**src/rtl/sseg_pkg.sv**
```systemverilog
// Shared definitions for the multiplexed seven-segment display driver:
// conversion FSM states and the active-low glyph table (bit order g..a).
package sseg_pkg;

  typedef enum logic [1:0] {
    ST_IDLE   = 2'd0,
    ST_LOAD   = 2'd1,
    ST_SHIFT  = 2'd2,
    ST_COMMIT = 2'd3
  } conv_state_e;

  localparam logic [6:0] SEG_BLANK = 7'b1111111;
  localparam logic [6:0] SEG_DASH  = 7'b0111111;

  // Entry n is the glyph for nibble n; listed from F down to 0.
  localparam logic [15:0][6:0] SEG_GLYPH = {
    7'b0001110, 7'b0000110, 7'b0100001, 7'b1000110,
    7'b0000011, 7'b0001000, 7'b0010000, 7'b0000000,
    7'b1111000, 7'b0000010, 7'b0010010, 7'b0011001,
    7'b0110000, 7'b0100100, 7'b1111001, 7'b1000000
  };

  function automatic logic [6:0] sseg_encode(input logic [3:0] nibble);
    return SEG_GLYPH[nibble];
  endfunction

endpackage

```
**src/rtl/sseg_scan_display_conv.sv**
```systemverilog
// Iterative binary-to-BCD converter (double dabble, one bit per cycle).
// Hex requests load the value straight into the nibble register.
import sseg_pkg::*;

module bcd_iter_converter #(
  parameter int DATA_WIDTH = 9,
  parameter int RES_W      = 12
) (
  input  logic                  clk,
  input  logic                  reset,
  input  logic                  start,
  input  logic                  hex,
  input  logic [DATA_WIDTH-1:0] value,
  output logic                  done,
  output logic [RES_W-1:0]      result
);

  localparam int CNT_W = $clog2(DATA_WIDTH + 1);

  logic [DATA_WIDTH-1:0] shift_r;
  logic [RES_W-1:0]      bcd_r;
  logic [CNT_W-1:0]      cnt_r;

  function automatic logic [RES_W-1:0] dabble_step(input logic [RES_W-1:0] bcd,
                                                   input logic bit_in);
    logic [RES_W-1:0] adj;
    adj = bcd;
    for (int i = 0; i < RES_W / 4; i++) begin
      adj[4*i +: 4] = (adj[4*i +: 4] >= 4'd5) ? adj[4*i +: 4] + 4'd3 : adj[4*i +: 4];
    end
    return {adj[RES_W-2:0], bit_in};
  endfunction

  // Load on start, then one dabble step per cycle while bits remain.
  always_ff @(posedge clk or posedge reset) begin
    if (reset) begin
      shift_r <= '0;
      bcd_r   <= '0;
      cnt_r   <= '0;
    end else if (start) begin
      shift_r <= value;
      bcd_r   <= hex ? RES_W'(value) : '0;
      cnt_r   <= hex ? '0 : CNT_W'(DATA_WIDTH);
    end else if (cnt_r != '0) begin
      bcd_r   <= dabble_step(bcd_r, shift_r[DATA_WIDTH-1]);
      shift_r <= shift_r << 1'b1;
      cnt_r   <= cnt_r - 1'b1;
    end else begin
      bcd_r <= bcd_r;
    end
  end

  assign done   = (cnt_r == CNT_W'(1));
  assign result = bcd_r;

endmodule

```
**src/rtl/sseg_scan_display.sv**
```systemverilog
// Seven-segment scan driver: valid/busy intake with a one-deep pending slot,
// atomic commit of converted digits, and continuous multiplexed refresh.
import sseg_pkg::*;

module sseg_scan_display #(
  parameter int DATA_WIDTH  = 9,
  parameter int DIGITS      = 4,
  parameter int REFRESH_DIV = 5
) (
  input  logic                  clk,
  input  logic                  reset,
  input  logic [DATA_WIDTH-1:0] value,
  input  logic                  value_valid,
  input  logic                  mode_hex,
  input  logic                  blank_leading,
  input  logic [DIGITS-1:0]     dp_mask,
  output logic [7:0]            sseg_indicator,
  output logic [DIGITS-1:0]     digits,
  output logic                  busy,
  output logic                  overflow
);

  localparam int CONV_DIGITS = (DATA_WIDTH * 3) / 10 + 1;
  localparam int HEX_DIGITS  = (DATA_WIDTH + 3) / 4;
  localparam int WIDE_DIGITS = (CONV_DIGITS > HEX_DIGITS) ? CONV_DIGITS : HEX_DIGITS;
  localparam int RES_DIGITS  = (WIDE_DIGITS > DIGITS) ? WIDE_DIGITS : DIGITS;
  localparam int RES_W       = 4 * RES_DIGITS;
  localparam int SCAN_W      = (DIGITS > 1) ? $clog2(DIGITS) : 1;
  localparam int PRESC_W     = $clog2(REFRESH_DIV);
  localparam logic [SCAN_W-1:0]  SCAN_LAST  = SCAN_W'(DIGITS - 1);
  localparam logic [PRESC_W-1:0] PRESC_LAST = PRESC_W'(REFRESH_DIV - 1);

  conv_state_e state_r, state_s;
  logic                  busy_r;
  logic [DATA_WIDTH-1:0] cur_value_r, pend_value_r;
  logic                  cur_hex_r, pend_hex_r, pend_valid_r;
  logic [4*DIGITS-1:0]   disp_r;
  logic                  overflow_r, ovf_s;
  logic                  conv_done_s;
  logic [RES_W-1:0]      conv_result_s;
  logic [PRESC_W-1:0]    presc_r;
  logic [SCAN_W-1:0]     scan_r;
  logic [DIGITS-1:0]     digits_r;
  logic [7:0]            sseg_r;
  logic                  upper_zero_s;
  logic [6:0]            glyph_s;

  bcd_iter_converter #(
    .DATA_WIDTH(DATA_WIDTH),
    .RES_W     (RES_W)
  ) u_conv (
    .clk   (clk),
    .reset (reset),
    .start (state_r == ST_LOAD),
    .hex   (cur_hex_r),
    .value (cur_value_r),
    .done  (conv_done_s),
    .result(conv_result_s)
  );

  // Next-state logic for the conversion sequencer.
  always_comb begin
    state_s = state_r;
    case (state_r)
      ST_IDLE:   state_s = value_valid ? ST_LOAD : ST_IDLE;
      ST_LOAD:   state_s = cur_hex_r ? ST_COMMIT : ST_SHIFT;
      ST_SHIFT:  state_s = conv_done_s ? ST_COMMIT : ST_SHIFT;
      ST_COMMIT: state_s = pend_valid_r ? ST_LOAD : ST_IDLE;
      default:   state_s = ST_IDLE;
    endcase
  end

  // Anything living above the visible digits means the value cannot be shown.
  always_comb begin
    ovf_s = 1'b0;
    for (int i = DIGITS; i < RES_DIGITS; i++) begin
      ovf_s = ovf_s | (|conv_result_s[4*i +: 4]);
    end
  end

  // Sequencer, intake/pending slot and atomic display commit.
  always_ff @(posedge clk or posedge reset) begin
    if (reset) begin
      state_r      <= ST_IDLE;
      busy_r       <= 1'b0;
      cur_value_r  <= '0;
      cur_hex_r    <= 1'b0;
      pend_value_r <= '0;
      pend_hex_r   <= 1'b0;
      pend_valid_r <= 1'b0;
      disp_r       <= '0;
      overflow_r   <= 1'b0;
    end else begin
      state_r <= state_s;
      busy_r  <= (state_s != ST_IDLE);
      if (state_r == ST_IDLE && value_valid) begin
        cur_value_r <= value;
        cur_hex_r   <= mode_hex;
      end else if (state_r == ST_COMMIT && pend_valid_r) begin
        cur_value_r <= pend_value_r;
        cur_hex_r   <= pend_hex_r;
      end
      // A write landing on the commit that drains the slot refills it for the next run.
      if (state_r != ST_IDLE && value_valid) begin
        pend_value_r <= value;
        pend_hex_r   <= mode_hex;
        pend_valid_r <= 1'b1;
      end else if (state_r == ST_COMMIT && pend_valid_r) begin
        pend_valid_r <= 1'b0;
      end
      if (state_r == ST_COMMIT) begin
        disp_r     <= conv_result_s[4*DIGITS-1:0];
        overflow_r <= ovf_s;
      end
    end
  end

  // Glyph selection for the digit currently being scanned.
  always_comb begin
    upper_zero_s = 1'b1;
    for (int i = 0; i < DIGITS; i++) begin
      upper_zero_s = upper_zero_s & ~((i >= int'(scan_r)) & (|disp_r[4*i +: 4]));
    end
    if (overflow_r) begin
      glyph_s = SEG_DASH;
    end else if (blank_leading && (scan_r != '0) && upper_zero_s) begin
      glyph_s = SEG_BLANK;
    end else begin
      glyph_s = sseg_encode(disp_r[4*scan_r +: 4]);
    end
  end

  // Refresh prescaler, scan index and registered tube outputs.
  always_ff @(posedge clk or posedge reset) begin
    if (reset) begin
      presc_r  <= '0;
      scan_r   <= '0;
      digits_r <= '1;
      sseg_r   <= 8'hFF;
    end else begin
      if (presc_r == PRESC_LAST) begin
        presc_r <= '0;
        scan_r  <= (scan_r == SCAN_LAST) ? '0 : scan_r + 1'b1;
      end else begin
        presc_r <= presc_r + 1'b1;
      end
      digits_r <= ~(DIGITS'(1) << scan_r);
      sseg_r   <= {~dp_mask[scan_r], glyph_s};
    end
  end

  assign sseg_indicator = sseg_r;
  assign digits         = digits_r;
  assign busy           = busy_r;
  assign overflow       = overflow_r;

endmodule

```
**config.mk**
```make
export PLATFORM = sky130hd
export DESIGN_NAME = sseg_scan_display
export DESIGN_NICKNAME = d
export VERILOG_FILES = /design/src/rtl/sseg_pkg.sv /design/src/rtl/sseg_scan_display_conv.sv /design/src/rtl/sseg_scan_display.sv
export SDC_FILE = /design/constraint.sdc
export NUM_CORES = 1
export LEC_CHECK = 0
export BUFFER_PORTS_ARGS = -buffer_cell sky130_fd_sc_hd__buf_2
export CAP_MARGIN = 10
export CELL_PAD_IN_SITES_DETAIL_PLACEMENT = 1
export CELL_PAD_IN_SITES_GLOBAL_PLACEMENT = 1
export CORE_MARGIN = 5
export CORE_UTILIZATION = 45
export CTS_CLUSTER_DIAMETER = 80
export DETAILED_ROUTE_END_ITERATION = 10
export GPL_ROUTABILITY_DRIVEN = 0
export HOLD_SLACK_MARGIN = 0.05
export PLACE_DENSITY_LB_ADDON = 0.3
export SLEW_MARGIN = 5
export SYNTH_ARGS = -nofsm -noshare
export SYNTH_HDL_FRONTEND = slang
export SYNTH_SLANG_ARGS = --single-unit
```
**constraint.sdc**
```tcl
create_clock -name clk -period 2.95 [get_ports clk]
set_input_delay 0.295 -clock clk [delete_from_list [all_inputs] [get_ports clk]]
set_output_delay 0.295 -clock clk [all_outputs]
set_load 0.1 [all_outputs]
```
==> impl_metrics.yaml, run 1 <==
status:
  outcome: "complete, no violations"
timing:
  tightest_slew_ns: 0.818
  skew_ns: 0.0117
  rsz0062_at_grt: "false"
  hold_viol: 0
  max_freq_ghz: 0.438
  max_slew_margin_pct: 45.4
  min_period_ns: 2.28
  setup_ws_ns: 0.665
  fin_crit_sh_pct: 77.4
  hold_slack_ns: 0.156
  tns_ns: 0
  setup_viol: 0
  maxSlewViolCount: 0
power:
  p_sw_share_pct: 42.8
  comb_power_share_pct: 45.3
  power_frac_seq_pct: 39.2
  p_int_mw: 3.08
  total_power_mw: 5.38
  power_leakage_nw: 2.25
  p_switching_mw: 2.30
  vdd_drop_max_uv: 451
  power_frac_clock_pct: 15.5
  powerDensity_mw_per_mm2: 1100
hold_path:
  hp-class: "in -> reg"
  hold_start: "value[3]"
layout:
  drive_gt1_share_pct: 22.8
  nets: 474
  n_antenna_cell: 0
  synthToLayoutAreaGrowth_pct: 10.4
  fillers: 1086
  fin_util_pct: 50.3
  layout.cells.non_filler: 567
  final_area_mm2: 0.00487
yosys:
  ys_ff_latch: 86
  yosys.area.top_type: "dfrtp_1"
  synth.distinct_cells: 47
  synth_top_cell_area_share_pct: 41.9
  synth_seq_area_share_pct: 49.1
  synthCells: 403
  syn_nets: 448
  yosysWarningCount: 0
  synth_area_leaders: "dfrtp_1, ha_1, dfstp_2"
  syn_avg_cell_area_um2: 11.0
  syn_area_mm2: 0.00442
detailed_routing:
  drc: 0
  viasPerCell: 5.19
  wl_per_cell_um: 15.5
  ant_nets: 0
  initialDrtViolationCount: 62
  dr.pass1.iters: 4
  wl_mm: 8.79
  num_vias: 2940
floorplan:
  core_mm2: 0.00968
  die_area_mm2: 0.0119
  die_w_um: 109
  die_h_um: 109
  rows: 36
  ios: 32
  start_util_pct: 45.6
clock_tree:
  cts_tree: "built"
  cts-buffers-inserted: 9
  cts_max_level: 3
  clkSinkCount: 86
  clockBufferDepth: 2
  root_buffer: "clkbuf_8"
  path_clk_slew_ns: 0.09
  clk_latency_ns: 0.36
placed_design:
  dpl-instance-area_mm2: 0.00467
  numPortBuffers: 30
  hpwlAfterDp_mm: 6.40
  dp.cells: 550
  post-place-ws_ns: 0.654
setup_path:
  required_ns: 3.23
  crit_path_end_kind: "flip-flop"
  crit_type: "reg -> reg"
  worstPathArrival_ns: 2.57
  crit_fanout: 10
  cp-start-kind: "flip-flop"
  r2r-start: "scan_r[0]$_DFFE_PP0N_"
  worstSetupStartpoint: "scan_r[0]$_DFFE_PP0N_"
global_route:
  track_usage_pct: 16.4
  grt_pass1_wl_mm: 15.5
  grt_pass1_vias: 3173
  grt_overflow: 0
  grt_max_degree: 49
  antenna_found_initial: 0
job:
  cap_violations: 0
[logic make-up after synthesis]
logic type	Yosys count	share of synthesized area (%)
muxes	58	15.6
adders and majority gates	27	7.65
DFF	86	49.1
and+or+nand+nor	92	10.1
AOI/OAI and AO/OA	81	10.6
buffers and inverters	47	4.76
other	1	0.0849
xor gates and xnor gates	11	2.18
[registers in the layout (all words and copies together) (netlist names)]
signal and flops:
u_conv.result 16, pend_hex_r 1, disp_r 16, cur_hex_r 1, sseg_indicator 8, state_r 2
scan_r 2, digits 4, pend_valid_r 1, presc_r 3, u_conv.shift_r 9, busy 1
cur_value_r 9, u_conv.cnt_r 4, pend_value_r 9
[area by class of cell]
cell class | instances | area [µm²] | area share [%]
Inverter | 27 | 103 | 2.10
Sequential cell | 86 | 2170 | 44.5
Tap cell | 133 | 166 | 3.41
Clock inverter | 7 | 72.6 | 1.49
Timing Repair Buffer | 35 | 203 | 4.16
Multi-Input combinational cell | 270 | 2040 | 41.8
Clock buffer | 9 | 124 | 2.54
[critical path: stages, from the launching register on]
cell	delay (ns)
dfrtp_1	0.60
inv_1	0.21
ha_1	0.26
or4b_1	0.55
nor4_4	0.41
nor2_1	0.09
o21ai_0	0.09
[cells in the mapped netlist, drive strengths merged]
cell / instances
dfrtp: 74
nand3: 8
mux2i: 25
o22ai: 2
o221ai: 1
o21a: 1
nand3b: 1
or4b: 1
a22oi: 2
a21boi: 1
mux2: 28
a211o: 2
buf: 10
a21oi: 22
conb: 1
nand2: 40
mux4: 5
xor2: 5
or2: 1
o21ai: 36
xnor2: 6
and3: 2
and2: 4
nor4: 3
a211oi: 5
a21o: 2
nor2b: 1
nor3b: 2
ha: 27
o31ai: 3
nor2: 16
clkbuf: 10
a311oi: 1
a31oi: 1
dfstp: 12
nand2b: 8
a31o: 2
nor3: 4
or3: 1
inv: 27
[repair_timing]
action / in CTS / in global routing
gates resized for setup: 0 / 0
hold buffers: 1 / 0
endpoints found under the hold margin: 5 / 0
setup endpoints to repair: 0 / 0
setup buffers: 0 / 0
[metal layers]
| layer | up-vias | track usage [%] | routed length, µm |
|---|---|---|---|
| met5 | - | 0 | 0 |
| met1 | 1454 | 20.7 | 3930 |
| li1 | 1437 | - | - |
| met3 | 12 | 2.78 | 222 |
| met2 | 37 | 28.4 | 4500 |
| met4 | 0 | 5.68 | 137 |
[power by group through the flow]
stage	Clock, mW	Sequential (mW)	Combinational, mW
floorplan	0	2.36	1.69
global placement	0	2.11	2.35
detailed placement	0	2.14	2.46
CTS	0.867	2.12	2.47
global route	0.919	2.19	2.74
finish	0.834	2.11	2.44
[worst paths after layout]
kind                                                  to  slack [ns]  cells after the start
max                          sseg_indicator[4]$_DFF_PP1_        0.67                      6
min                           cur_value_r[3]$_DFFE_PP0P_        0.16                      3
max reg2reg                  sseg_indicator[4]$_DFF_PP1_        0.67                      6
min reg2reg                         presc_r[0]$_DFF_PP0_        0.47                      1
max in group asynchronous    pend_value_r[7]$_DFFE_PP0P_        1.70                      4
min in group asynchronous  u_conv.result[10]$_DFFE_PP0P_        0.58                      3
[cells in the final DEF, fill, tap and decap left out, types with 3 or more instances in the layout]
| cell | netlist | final |
|---|---|---|
| nand2b_1 | 8 | 8 |
| a21oi_1 | 22 | 22 |
| mux4_1 | 3 | 3 |
| inv_1 | 27 | 26 |
| dfstp_2 | 12 | 12 |
| clkbuf_8 | 0 | 9 |
| buf_2 | 3 | 30 |
| xor2_1 | 5 | 5 |
| mux2i_1 | 25 | 25 |
| o31ai_1 | 3 | 3 |
| nand2_1 | 40 | 40 |
| o21ai_0 | 36 | 36 |
| buf_4 | 2 | 3 |
| nand3_1 | 8 | 8 |
| clkinv_2 | 0 | 3 |
| dfrtp_1 | 74 | 74 |
| nor2_1 | 16 | 16 |
| a211oi_1 | 5 | 5 |
| mux2_2 | 28 | 28 |
| ha_1 | 27 | 27 |
| and2_1 | 3 | 3 |
| nor3_1 | 4 | 4 |
| xnor2_1 | 6 | 6 |
Power figures use the tool's default switching activity.
==> run 2: changes to the inputs <==
- ABC_AREA: unset -> 1
- CORE_UTILIZATION: 45 -> 41
- clock period: 2.95 -> 2.1 ns (I/O delays scaled with it)
==> run 2 against run 1 <==
  * Utilization is 4.2 points lower
  * Synthesized cell count is 30% higher
  * Count of clock-buffer cells in the layout is 1 higher
  * Worst hold slack worse by 0.069 ns
  * Non-clock buffer count is 6 higher
  * Setup slack worse by 0.45 ns
  * Die area is 9.3% higher
  * Clock power is 37% higher
  * Highest routed layer unchanged
  * Critical endpoint is now u_conv.shift_r[3]$_DFFE_PP0P_
  * Synthesized area is 0.45% higher
  * Sequential power is 34% higher
  * Design area is 1.7% higher
==> impl_metrics.yaml, run 2 <==
clock_tree:
  path_clk_slew_ns: 0.10
  clk_latency_ns: 0.36
  cts_setup_buffers: 0
  root_buffer: "clkbuf_8"
  cts-buffers-inserted: 9
  cts_tree: "built"
  clkSinkCount: 86
  cts_max_level: 3
  clockBufferDepth: 2
yosys:
  synthFlopType: "dfrtp_1"
  ys_top_cells_by_count: "nand2_1, inv_1, dfrtp_1"
  ys_async_sr_fraction_pct: 100
  yosys.area.top_type: "dfrtp_1"
  synth_area_leaders: "dfrtp_1, nand2_1, ha_1"
  synthCells: 524
  synth_seq_area_share_pct: 48.8
  syn_nets: 569
  ys_ff_latch: 86
  synth.distinct_cells: 34
  synth.most_common_cell: "nand2_1"
  synth-edff-count: 0
  syn_area_mm2: 0.00444
  syn_avg_cell_area_um2: 8.47
  synth_top_cell_area_share_pct: 41.7
  yosysWarningCount: 0
floorplan:
  ios: 32
  die_w_um: 114
  die_h_um: 114
  rows: 38
  core_mm2: 0.0107
  die_area_mm2: 0.0130
  start_util_pct: 41.3
detailed_routing:
  initialDrtViolationCount: 149
  ant_nets: 0
  viasPerCell: 4.97
  dr.pass1.iters: 4
  num_vias: 3496
  wl_mm: 9.85
  wl_per_cell_um: 14.0
  drc: 0
setup_path:
  ff2ff_path_depth: 7
  r2r-end: "u_conv.shift_r[3]$_DFFE_PP0P_"
  crit_path_end_kind: "flip-flop"
  crit_fanout: 17
  cp-start-kind: "flip-flop"
  required_ns: 2.34
  r2r-start: "state_r[1]$_DFF_PP0_"
  ff2ff_setup_slack_ns: 0.22
  crit_type: "reg -> reg"
  worstPathArrival_ns: 2.12
hold_path:
  hold_depth: 2
  hp-class: "in -> reg"
  hold_start: "mode_hex"
  worstHoldEndpoint: "pend_hex_r$_DFFE_PP0P_"
layout:
  n_antenna_cell: 0
  final_cell_mix: "nand2_1, inv_1, dfrtp_1, o21ai_0, nor2_1"
  fillers: 1346
  synthToLayoutAreaGrowth_pct: 11.8
  final_common_cell: "nand2_1"
  drive_gt1_share_pct: 15.2
  nets: 604
timing:
  maxSlewViolCount: 0
  max_freq_ghz: 0.531
  hold_viol: 0
  setup_viol: 0
  rsz0062_at_grt: "false"
  skew_ns: 0.0128
  fin_crit_sh_pct: 89.7
  min_period_ns: 1.88
  tns_ns: 0
placed_design:
  numPortBuffers: 30
  hpwlAfterDp_mm: 7.36
global_route:
  grt_max_degree: 87
  grt_pass1_vias: 3706
  grt_pass1_wl_mm: 17.3
  antenna_found_initial: 0
  grt_overflow: 0
  track_usage_pct: 16.3
power:
  total_power_mw: 7.61
  power_leakage_nw: 2.46
  vdd_drop_max_uv: 943
  powerDensity_mw_per_mm2: 1530
status:
  outcome: "complete, no violations"
job:
  cap_violations: 0
[run 2: routing by layer]
metal / global-route usage (%) / routed length [µm]
met2: 29.6 / 5120
met4: 4.83 / 143
met3: 3.18 / 325
met1: 19.4 / 4260
met5: 0 / 0
[run 2: what timing repair did]
| action | 4_1_cts | 5_1_grt |
|---|---|---|
| hold buffers | 1 | 0 |
| setup endpoints to repair | 0 | 0 |
| endpoints found under the hold margin | 74 | 0 |
| gates resized for setup | 0 | 0 |
[run 2: final cells by class]
cell class              count  area [µm²]  area share [%]
multi-input cells         342        1870            37.8
flip-flops and latches     86        2170            43.7
clock buffers              10         138            2.78
well taps                 140         175            3.53
repair buffers             41         248            5.00
clock inverters             6        51.3            1.03
inverters                  79         305            6.16
[run 2: through the flow]
stage	std cells	hold slack [ns]	setup slack, ns	cell area (µm²)	utilization, %
final	704	0.0871	0.217	4960	46.1
after global routing	704	0.0642	0.0371	4960	46.1
after CTS	704	0.0702	0.205	4960	46.1
after detailed placement	687	0.385	0.215	4760	44.3
after global placement	687	0.383	0.277	4760	44.3
after floorplan	524	0.336	0.589	4440	-
[run 2: how the worst max path moves through the flow]
stage                                startpoint                             to  slack (ns)  cells after the start
final                      state_r[1]$_DFF_PP0_  u_conv.shift_r[3]$_DFFE_PP0P_        0.22                      7
after global routing       state_r[1]$_DFF_PP0_  u_conv.shift_r[7]$_DFFE_PP0P_        0.04                      7
after CTS                  state_r[1]$_DFF_PP0_  u_conv.shift_r[3]$_DFFE_PP0P_        0.20                      7
after detailed placement   state_r[1]$_DFF_PP0_  u_conv.shift_r[3]$_DFFE_PP0P_        0.22                      7
after global placement     state_r[1]$_DFF_PP0_   u_conv.result[0]$_DFFE_PP0P_        0.28                      7
after floorplan           scan_r[0]$_DFFE_PP0N_    sseg_indicator[5]$_DFF_PP1_        0.59                     10
[run 2: report_power, final]
group	switching, mW	internal (mW)
Clock	0.654	0.484
Sequential	0.418	2.40
Combinational	2.49	1.16
Total	3.56	4.05
[run 2: kinds of logic after synthesis]
| kind of cell | count (synthesis) | share of synthesized area [%] |
|---|---|---|
| other cells | 1 | 0.0845 |
| simple gates | 205 | 20.3 |
| flops | 86 | 48.8 |
| buf+inv | 96 | 8.91 |
| xor+xnor | 3 | 0.592 |
| fa+ha+maj | 27 | 7.61 |
| mux | 3 | 0.761 |
| compound gates | 103 | 12.9 |
[run 2: worst max-delay path: stages (launching register included)]
cell and delay [ns]:
dfrtp_1 0.41, inv_1 0.09, ha_1 0.47, inv_1 0.17, nand2_2 0.27, inv_1 0.16
nand2_1 0.09, o221ai_1 0.11
==> run 3: changes to the inputs <==
- CELL_PAD_IN_SITES_DETAIL_PLACEMENT: 1 -> unset
- CELL_PAD_IN_SITES_GLOBAL_PLACEMENT: 1 -> unset
- CORE_UTILIZATION: 41 -> 45
==> run 3 against run 2 <==
  * First-iteration DRC count rose by 52%
  * Via count fell by 1.3%
  * Routed wire length fell by 12%
  * Maximum frequency rose by 9.1%
  * Critical path depth rose by 2
  * Clock skew fell by 0.0038 ns
  * Total power rose by 2.8%
  * Setup slack improved by 0.16 ns
  * Largest cell class unchanged
==> impl_metrics.yaml, run 3 (synthesized netlist as in run 2, its figures left out) <==
placed_design:
  hpwlAfterDp_mm: 6.40
  dp.cells: 682
  numPortBuffers: 30
detailed_routing:
  wl_mm: 8.68
  viasPerCell: 4.94
  ant_nets: 0
  dr.pass1.iters: 5
  dr_wl_met3_um: 327
  num_vias: 3451
  wl_met1_mm: 3.92
  top_layer: "met4"
  wl_met2_mm: 4.32
  initialDrtViolationCount: 227
  wl_per_cell_um: 12.4
  drc: 0
power:
  vdd_drop_max_uv: 773
  power_leakage_nw: 2.49
  powerDensity_mw_per_mm2: 1560
  total_power_mw: 7.82
timing:
  tns_ns: 0
  min_period_ns: 1.73
  fin_crit_sh_pct: 82.2
  max_slew_margin_pct: 64.6
  maxSlewViolCount: 0
  max_freq_ghz: 0.579
  tightest_slew_ns: 0.530
  setup_viol: 0
  hold_viol: 0
  hold_slack_ns: 0.103
  skew_ns: 0.00895
  rsz0062_at_grt: "false"
layout:
  fin_util_pct: 51.9
  layout.cells.non_filler: 699
  final_cell_mix: "nand2_1, inv_1, dfrtp_1, o21ai_0, nor2_1"
  final_common_cell: "nand2_1"
  nets: 606
  synthToLayoutAreaGrowth_pct: 13.2
  drive_gt1_share_pct: 15.4
  fillers: 888
  n_antenna_cell: 0
clock_tree:
  cts_max_level: 3
  clkSinkCount: 86
  cts_resized: 0
  clk_latency_ns: 0.35
  root_buffer: "clkbuf_8"
  cts_tree: "built"
  clockBufferDepth: 2
  cts_setup_buffers: 0
  cts-buffers-inserted: 9
  path_clk_slew_ns: 0.09
global_route:
  track_usage_pct: 15.6
  grt_pass1_vias: 3372
  grt_max_degree: 38
  grt_overflow: 0
  antenna_found_initial: 0
  grt_pass1_wl_mm: 15.0
floorplan:
  rows: 36
  die_w_um: 109
  start_util_pct: 45.8
  core_mm2: 0.00968
  ios: 32
  die_h_um: 109
  die_area_mm2: 0.0119
setup_path:
  cp-start-kind: "flip-flop"
  crit_fanout: 9
  crit_family: "simple AND/OR/NAND/NOR gates"
  worst_path_max_delay_cell: "dfrtp_1"
  critPathBufInv: 2
  crit_path_end_kind: "flip-flop"
  worstPathArrival_ns: 2.00
  slowest_delay_ns: 0.53
  required_ns: 2.38
  path_cells: "inv_4, nand3_1, nand2_1, inv_1, ha_1, nand3_1, nand2_1, nand2_1, nand3_1"
  crit_type: "reg -> reg"
job:
  cap_violations: 0
status:
  outcome: "complete, no violations"
hold_path:
  hp-class: "in -> reg"
## run 3: cell types whose count changed in the layout (fill, tap and decap cells not counted), sizes merged
cell / delta
inv: -4
bufinv: +3
buf: +2
clkbuf: +1
clkinv: -1
clkinvlp: +1
## run 3: power breakdown
part	switching, mW	internal [mW]	total [mW]
Sequential	0.421	2.41	2.83
Combinational	2.42	1.17	3.59
Clock	0.577	0.825	1.40
Total	3.42	4.40	7.82
## run 3: path summary, 6_finish.rpt
kind / cells after the start / slack, ns / startpoint / end
max in group asynchronous: 4 / 0.99 / reset / sseg_indicator[5]$_DFF_PP1_
hold reg to reg: 1 / 0.47 / presc_r[0]$_DFF_PP0_ / presc_r[0]$_DFF_PP0_
min in group asynchronous: 3 / 0.45 / reset / disp_r[9]$_DFFE_PP0N_
setup / recovery: 9 / 0.37 / scan_r[1]$_DFFE_PP0N_ / sseg_indicator[5]$_DFF_PP1_
setup reg to reg: 9 / 0.37 / scan_r[1]$_DFFE_PP0N_ / sseg_indicator[5]$_DFF_PP1_
hold / removal: 2 / 0.10 / value[0] / pend_value_r[0]$_DFFE_PP0P_
## run 3: final cells by class
cell class | count | area (µm²) | share of cell area [%]
repair buffers | 43 | 263 | 5.23
inverters | 79 | 305 | 6.08
clock buffers | 11 | 141 | 2.81
flip-flops and latches | 86 | 2170 | 43.1
well taps | 133 | 166 | 3.31
clock inverters | 5 | 106 | 2.12
multi-input cells | 342 | 1870 | 37.3
## run 3: stage by stage
step | setup WS, ns | area (µm²)
3_3_place_gp | 0.491 | 4770
3_5_place_dp | 0.393 | 4770
4_1_cts | 0.380 | 5020
2_1_floorplan | 0.589 | 4440
6_report | 0.374 | 5020
5_1_grt | 0.205 | 5020
## run 3: metal layers
layer | vias up | global-route usage, %
met2 | 68 | 27.8
met4 | 0 | 4.45
met3 | 10 | 3.35
li1 | 1767 | -
met1 | 1606 | 19.1
met5 | - | 0
## run 3: repair_timing
action                                 CTS  global route
setup endpoints to repair                0             0
hold buffers                             1             0
endpoints found under the hold margin   21             0
